**src/rtl/pwm_multi_pkg.sv**
```systemverilog
// Shared types, default build constants and prescaler sizing for the multi-channel PWM.
// Latency: n/a (declarations only).
// Backpressure: n/a.
package pwm_multi_pkg;

   localparam int CLK_FREQ = 48_000_000;
   localparam int PWM_FREQ = 20_000;
   localparam int PWM_RES  = 8;
   localparam int PWM_NCH  = 4;

   typedef enum logic {
      DIR_UP   = 1'b0,
      DIR_DOWN = 1'b1
   } dir_t;

   // Clocks per counter step; centre mode counts both ways so it needs half the divide.
   function automatic int calc_div(input int clk_freq, input int freq,
                                   input int nbits, input int center);
      int d;
      if (center != 0)
         d = clk_freq / (freq << (nbits + 1));
      else
         d = clk_freq / (freq << nbits);
      return (d < 1) ? 1 : d;
   endfunction

endpackage

```
**src/rtl/pwm_multi_tick_div.sv**
```systemverilog
// Prescaler: emits a one-clk tick every div enabled clocks.
// Latency: tick is combinational from the registered prescaler count.
// Backpressure: en = 0 freezes the count and suppresses tick.
module tick_div #(
   parameter int div = 1
) (
   input  logic clk,
   input  logic rst,
   input  logic en,
   output logic tick
);

   localparam int W = $clog2(div + 1);
   localparam logic [W-1:0] LAST = W'(div - 1);

   logic [W-1:0] pcnt;

   assign tick = en & (pcnt == LAST);

   // Count enabled clocks modulo div; hold while disabled.
   always_ff @(posedge clk or posedge rst) begin
      if (rst)
         pcnt <= '0;
      else if (en) begin
         if (pcnt == LAST)
            pcnt <= '0;
         else
            pcnt <= pcnt + 1'b1;
      end
   end

endmodule

```
**src/rtl/pwm_multi.sv**
```systemverilog
// Multi-channel PWM with shared prescaler/counter and double-buffered per-channel duties.
// Latency: out is registered one clk after cnt; period pulses in the clk cnt returns to 0.
// Backpressure: none; en = 0 freezes the timebase and forces out low, writes still accepted.
module pwm_multi
   import pwm_multi_pkg::*;
#(
   parameter int clk_freq = CLK_FREQ,
   parameter int freq     = PWM_FREQ,
   parameter int nbits    = PWM_RES,
   parameter int nch      = PWM_NCH,
   parameter int center   = 0
) (
   input  logic                 clk,
   input  logic                 rst,
   input  logic                 en,
   input  logic [nch-1:0]       wr,
   input  logic [nch*nbits-1:0] in,
   output logic [nch-1:0]       out,
   output logic                 period
);

   localparam int DIV = calc_div(clk_freq, freq, nbits, center);
   localparam logic [nbits-1:0] MAX = '1;
   localparam logic [nbits-1:0] ONE = nbits'(1);

   logic             tick;
   logic [nbits-1:0] cnt;
   dir_t             dir;
   logic             boundary;
   logic [nch-1:0]   out_nxt;

   tick_div #(.div(DIV)) u_tick_div (
      .clk  (clk),
      .rst  (rst),
      .en   (en),
      .tick (tick)
   );

   // Boundary is the tick that brings cnt back to 0 (wrap, or end of the down slope).
   always_comb begin
      boundary = 1'b0;
      if (tick) begin
         if (center == 0)
            boundary = (cnt == MAX);
         else
            boundary = (dir == DIR_DOWN) && (cnt == ONE);
      end
   end

   // Shared period counter: sawtooth in edge mode, triangle 0..max..1 in centre mode.
   always_ff @(posedge clk or posedge rst) begin
      if (rst) begin
         cnt <= '0;
         dir <= DIR_UP;
      end else if (tick) begin
         if (center == 0) begin
            cnt <= cnt + 1'b1;
         end else if (dir == DIR_UP) begin
            if (cnt == MAX) begin
               cnt <= MAX - 1'b1;
               dir <= DIR_DOWN;
            end else begin
               cnt <= cnt + 1'b1;
            end
         end else begin
            cnt <= cnt - 1'b1;
            if (cnt == ONE)
               dir <= DIR_UP;
         end
      end
   end

   // Period strobe marks the clk in which the freshly loaded duties take effect.
   always_ff @(posedge clk or posedge rst) begin
      if (rst)
         period <= 1'b0;
      else
         period <= boundary;
   end

   for (genvar k = 0; k < nch; k++) begin : g_ch
      logic [nbits-1:0] shadow;
      logic [nbits-1:0] active;

      // Shadow takes writes any time; active only reloads at the boundary, seeing the pre-write shadow.
      always_ff @(posedge clk or posedge rst) begin
         if (rst) begin
            shadow <= '0;
            active <= '0;
         end else begin
            if (wr[k])
               shadow <= in[k*nbits +: nbits];
            if (boundary)
               active <= shadow;
         end
      end

      // Full-scale duty is forced high so the top count does not produce a one-step low runt.
      assign out_nxt[k] = en & ((active == MAX) | (cnt < active));
   end

   // Registered outputs so the pins never see compare glitches.
   always_ff @(posedge clk or posedge rst) begin
      if (rst)
         out <= '0;
      else
         out <= out_nxt;
   end

endmodule

```
**config.mk**
```make
export PLATFORM = sky130hd
export DESIGN_NAME = pwm_multi
export DESIGN_NICKNAME = d
export VERILOG_FILES = /design/src/rtl/pwm_multi_pkg.sv /design/src/rtl/pwm_multi_tick_div.sv /design/src/rtl/pwm_multi.sv
export SDC_FILE = /design/constraint.sdc
export NUM_CORES = 1
export LEC_CHECK = 0
export ABC_AREA = 1
export CAP_MARGIN = 20
export CORE_ASPECT_RATIO = 0.5
export CORE_MARGIN = 4
export CORE_UTILIZATION = 35
export CTS_BUF_LIST = sky130_fd_sc_hd__clkbuf_8
export CTS_CLUSTER_DIAMETER = 50
export DETAILED_ROUTE_END_ITERATION = 8
export GPL_TIMING_DRIVEN = 0
export PLACE_DENSITY_LB_ADDON = 0.12
export SETUP_SLACK_MARGIN = 0.15
export SYNTH_ARGS = -nofsm -noshare
export SYNTH_HDL_FRONTEND = slang
export SYNTH_SLANG_ARGS = --single-unit
```
**constraint.sdc**
```tcl
create_clock -name clk -period 7.25 [get_ports clk]
set_clock_uncertainty 0.05 [all_clocks]
set_input_delay 1.0875 -clock clk [delete_from_list [all_inputs] [get_ports clk]]
set_output_delay 1.0875 -clock clk [all_outputs]
set_load 0.05 [all_outputs]
```
==> results of run 1 <==
==> metal layers <==
metal / global-route usage / vias up / wire length (um)
met5: 0 / - / 0
met4: 0.0325 / 0 / 73
met3: 0.0378 / 6 / 304
met2: 0.188 / 42 / 3340
met1: 0.195 / 1318 / 4490
li1: - / 1547 / -
==> kinds of logic after synthesis <==
logic type,synth area share
and+or+nand+nor,0.171
buffers and inverters,0.0982
DFF,0.494
AOI/OAI and AO/OA,0.127
adders and majority gates,0.0945
xor gates and xnor gates,0.0149
==> report_power, final <==
group	switching, W	internal [W]	leakage (nW)	total (W)
sequential	0.0000336	0.000486	1.05	0.000520
clock	0.000168	0.000166	0.0995	0.000334
combinational	0.000110	0.0000822	1.16	0.000193
==> synth_stat cells, drive strengths merged, types with 2 or more instances <==
master  number  share of area
nand4        6          0.013
nand3        3         0.0067
a21oi       14          0.017
xor2         4         0.0085
nor2        12          0.012
o21ai       65           0.11
buf          6          0.016
ha          31          0.095
nor4         2         0.0030
nor3        10          0.015
nand2      130           0.12
dfrtp       81           0.49
xnor2        3         0.0064
inv         84          0.077
and3         2         0.0030
clkbuf       4         0.0037
==> how the worst max path moves through the flow <==
stage	from	endpoint	cells past startpoint
after floorplan	rst	cnt[0]	1
after detailed placement	en	g_ch[2].active[0]	7
after global routing	period	period	1
after CTS	period	period	1
final	period	period	1
after global placement	rst	g_ch[2].shadow[4]	2
==> registers in the layout, indices dropped and copies added (netlist names) <==
signal and flops:
g_ch.shadow 32, u_tick_div.pcnt 4, g_ch.active 32, period 1, cnt 8, out 4
==> metrics by stage <==
stage                     instances  utilization
after detailed placement        662        0.425
after global placement          661        0.422
final                           678        0.442
after CTS                       678        0.442
after floorplan                 459            -
after global routing            678        0.442
==> cell type report <==
class | instances | area, um^2
Tap cell | 159 | 199
Sequential cell | 81 | 2030
Multi-Input combinational cell | 283 | 1670
Fill cell | 1172 | 6260
Clock inverter | 6 | 58.8
Clock buffer | 10 | 138
Buffer | 10 | 82.6
Inverter | 85 | 323
Timing Repair Buffer | 44 | 458
==> flow_metrics.tcl, run 1 <==
set metrics [dict create \
    syn_area_mm2 0.00410 \
    synthToLayoutAreaGrowth_pct 20.9 \
    wl_mm 8.21 \
    powerDensity_mw_per_mm2 211 \
    grt_usage 0.131 \
    place_congestion 0.767 \
    hold_path_depth 2 \
    setup-violations-final 0 \
    ys.flop_type "dfrtp_1" \
    max_stage_delay_ps 800 \
    fin_area_mm2 0.00496 \
    drv_cap 0 \
    r2r_start "cnt[1]" \
    slew_violations 0 \
    die-area_mm2 0.0136 \
    hold_buffers 0 \
    nets 584 \
    drc 0 \
    fin_ws_ps 4620 \
    num_vias 2913 \
    async_flop_share 1.00 \
    final_hold_viol_count 0 \
    grt_antenna_before_repair 0 \
    r2r_end "g_ch[0].active[4]" \
    worstPathBufferInverterCount 1 \
    r2r_slack_ps 5530 \
    worst_ir_drop_vdd_mv 0.0765 \
    layout_common_cells "130 x nand2_1, 84 x inv_1, 81 x dfrtp_1, 43 x clkdlybuf4s50_1, 33 x o21ai_0" \
    initial_core_util 0.366 \
    drive_gt1_frac 0.116 \
    hp-class "reg -> reg" \
    min_period_ps 2630 \
    critical_path.top_delay_family "buffers and inverters" \
    ys_types 23 \
    vias_per_cell 4.30 \
    hold-worst-slack_ps 437 \
    synth_edf_count 0 \
    crit_path_max_fanout 1 \
    fin_tns_setup_ps 0 \
    finalPower_w 0.00105 \
    worst_pin_slew_ps 499 \
    routedWlPerCell_um 12.1 \
    ant_nets 0 \
    path_clk_slew_ps 80 \
    cts_tree "built" \
    core_area_mm2 0.0112 \
    grt_pass1_vias 2897 \
    h-tree-depth 3 \
    p_leak_nw 2.31 \
    syn_nets 529 \
    min_to "g_ch[3].active[2]" \
    post-route-period-util 0.362 \
    syn_inst 459 \
    ioPinCount 44 \
    path_class "reg -> out" \
    antenna_cells 0 \
    status "finished, final reports clean" \
    rsz0062_at_grt "false" \
    final_common_cell "nand2_1" \
    grt-ovfl-total 0 \
    cp_data_required_time_ps 6110 \
    numPortBuffers 43 \
    crit_arrival_ps 1490 \
    cts_root_buf "clkbuf_8" \
    drtPass1Iterations 4 \
    clk_path_buf_depth 2 \
    critical_path.startpoint_type "flop" \
    die_h_um 84.6 \
    drt_iter0_drc 146 \
    crit_slowest_cell "clkdlybuf4s50_1" \
    dp_slack_ps 4500 \
    die_w_um 161 \
    hpwl_mm 6.06 \
    grt_pass1_wl_mm 14.3 \
    postCtsSetupBuffers 0 \
    cts_sinks 81 \
    rows 27 \
    yosysWarnings 0 \
    worst_slew_margin_rel 0.667 \
    cts_buffers 9 \
    cp-end-kind "output port" \
    syn_area_per_cell_um2 8.94 \
    seq_area_frac_synth 0.494 \
    fmax_mhz 381 \
    ctsResizeCount 0 \
    grt_max_degree 67 \
    place_area_mm2 0.00476 \
    clock_latency_ps 360 \
    synth_seq_cells 81 \
    crit_chain "clkdlybuf4s50_1" \
    worstHoldStart "g_ch[3].active[2]" \
    worstRegToRegCells 6 \
]
Note: power is estimated with default switching activity, not from simulation.
==> run 2: changes to the inputs <==
clock period = 2.1 ns   (was 7.25 ns; I/O delays follow)
==> flow_metrics.tcl, run 2 (synthesis gave the netlist of run 1 again) <==
set metrics [dict create \
    status "finished, final reports clean" \
    ioPinCount 44 \
    nets 585 \
    hold-worst-slack_ps 177 \
    drtPass1Iterations 4 \
    cts_tree "built" \
    grt_pass1_vias 2889 \
    numPortBuffers 43 \
    min_period_ps 1850 \
    hpwl_mm 6.10 \
    path_class "reg -> out" \
    cts_sinks 81 \
    largestRegisters "g_ch.active x32, g_ch.shadow x32, cnt x8" \
    grt_usage 0.131 \
    antenna_cells 0 \
    worst_pin_slew_ps 494 \
    dp_cells 663 \
    clk_path_buf_depth 2 \
    grt_max_degree 40 \
    initial_core_util 0.366 \
    synthToLayoutAreaGrowth_pct 21.6 \
    path_clk_slew_ps 90 \
    fmax_mhz 541 \
    worst_ir_drop_vdd_mv 0.289 \
    critical_path.startpoint_type "flop" \
    wl_mm 8.17 \
    drc 0 \
    worstPathBufferInverterCount 1 \
    crit_path_max_fanout 1 \
    cts_root_buf "clkbuf_8" \
    clock_latency_ps 360 \
    num_vias 2914 \
    cp_data_required_time_ps 1740 \
    rsz0062_at_grt "false" \
    cp-end-kind "output port" \
    grt_pass1_wl_mm 14.3 \
    grt_antenna_before_repair 0 \
    drt_iter0_drc 109 \
    vias_per_cell 4.29 \
    die_h_um 84.6 \
    max_stage_delay_ps 790 \
    final_hold_viol_count 0 \
    fillCellCount 1134 \
    critical_path.top_delay_family "buffers and inverters" \
    h-tree-depth 3 \
    grt-ovfl-total 0 \
    die_w_um 161 \
    ant_nets 0 \
    drv_cap 0 \
    crit_slowest_cell "clkdlybuf4s50_1" \
    core_area_mm2 0.0112 \
    ctsResizeCount 0 \
    finalPower_w 0.00367 \
    crit_arrival_ps 1480 \
    postCtsSetupBuffers 0 \
    hold_buffers 0 \
    post-route-period-util 0.880 \
    drive_gt1_frac 0.119 \
    setup-violations-final 0 \
    hp-class "in -> async" \
    crit_chain "clkdlybuf4s50_1" \
    cts_buffers 9 \
    die-area_mm2 0.0136 \
    p_leak_nw 2.31 \
    worst_slew_margin_rel 0.670 \
    final_cells 679 \
    final_common_cell "nand2_1" \
    rows 27 \
    routedWlPerCell_um 12.0 \
    place_congestion 0.768 \
    slew_violations 0 \
    layout_common_cells "130 x nand2_1, 83 x inv_1, 81 x dfrtp_1, 43 x clkdlybuf4s50_1, 33 x o21ai_0" \
    powerDensity_mw_per_mm2 736 \
]
-- run 2: changes by cell type in the layout (fill, tap and decap cells not counted), sizes merged --
cell and change:
clkinvlp +1, clkinv -1, buf +1, clkbuf +1, inv -1
-- run 2: layer usage --
metal | global-route usage | share of wire
met1 | 0.189 | 0.54
met2 | 0.192 | 0.41
met3 | 0.0397 | 0.048
met4 | 0.0348 | 0.0088
met5 | 0 | 0
-- run 2: area by class of cell --
cell class | count | area [um^2] | share of cell area
flip-flops and latches | 81 | 2030 | 0.406
well taps | 159 | 199 | 0.0399
repair buffers | 45 | 470 | 0.0943
clock inverters | 5 | 62.6 | 0.0125
multi-input cells | 283 | 1670 | 0.335
clock buffers | 11 | 151 | 0.0303
plain buffers | 10 | 82.6 | 0.0165
inverters | 85 | 324 | 0.0649
-- run 2: per-stage QoR --
stage / worst slack [ps] / util / area (um^2) / TNS (ps)
final: 252 / 0.445 / 4990 / 0
after floorplan: 639 / - / 4110 / 0
after global routing: 190 / 0.445 / 4990 / 0
after global placement: -200 / 0.422 / 4740 / -15760
after CTS: 222 / 0.445 / 4990 / 0
after detailed placement: 101 / 0.426 / 4780 / 0
-- run 2: path summary, 6_finish.rpt --
kind	slack (ps)	end	cells after the start	from
setup / recovery	250	out[2]	1	out[2]
hold / removal	180	g_ch[3].active[7]	2	rst
setup reg to reg	410	g_ch[0].active[1]	6	cnt[1]
hold reg to reg	440	g_ch[0].active[4]	2	g_ch[0].active[4]
max in group asynchronous	1360	g_ch[1].active[5]	3	rst
min in group clk	440	g_ch[0].active[4]	2	g_ch[0].active[4]
-- run 2: report_power, final --
| group | internal [W] | switching [W] | total [W] | leakage, nW |
|---|---|---|---|---|
| Combinational | 0.000287 | 0.000376 | 0.000663 | 1.16 |
| Clock | 0.000620 | 0.000597 | 0.00122 | 0.102 |
| Sequential | 0.00168 | 0.000114 | 0.00179 | 1.05 |
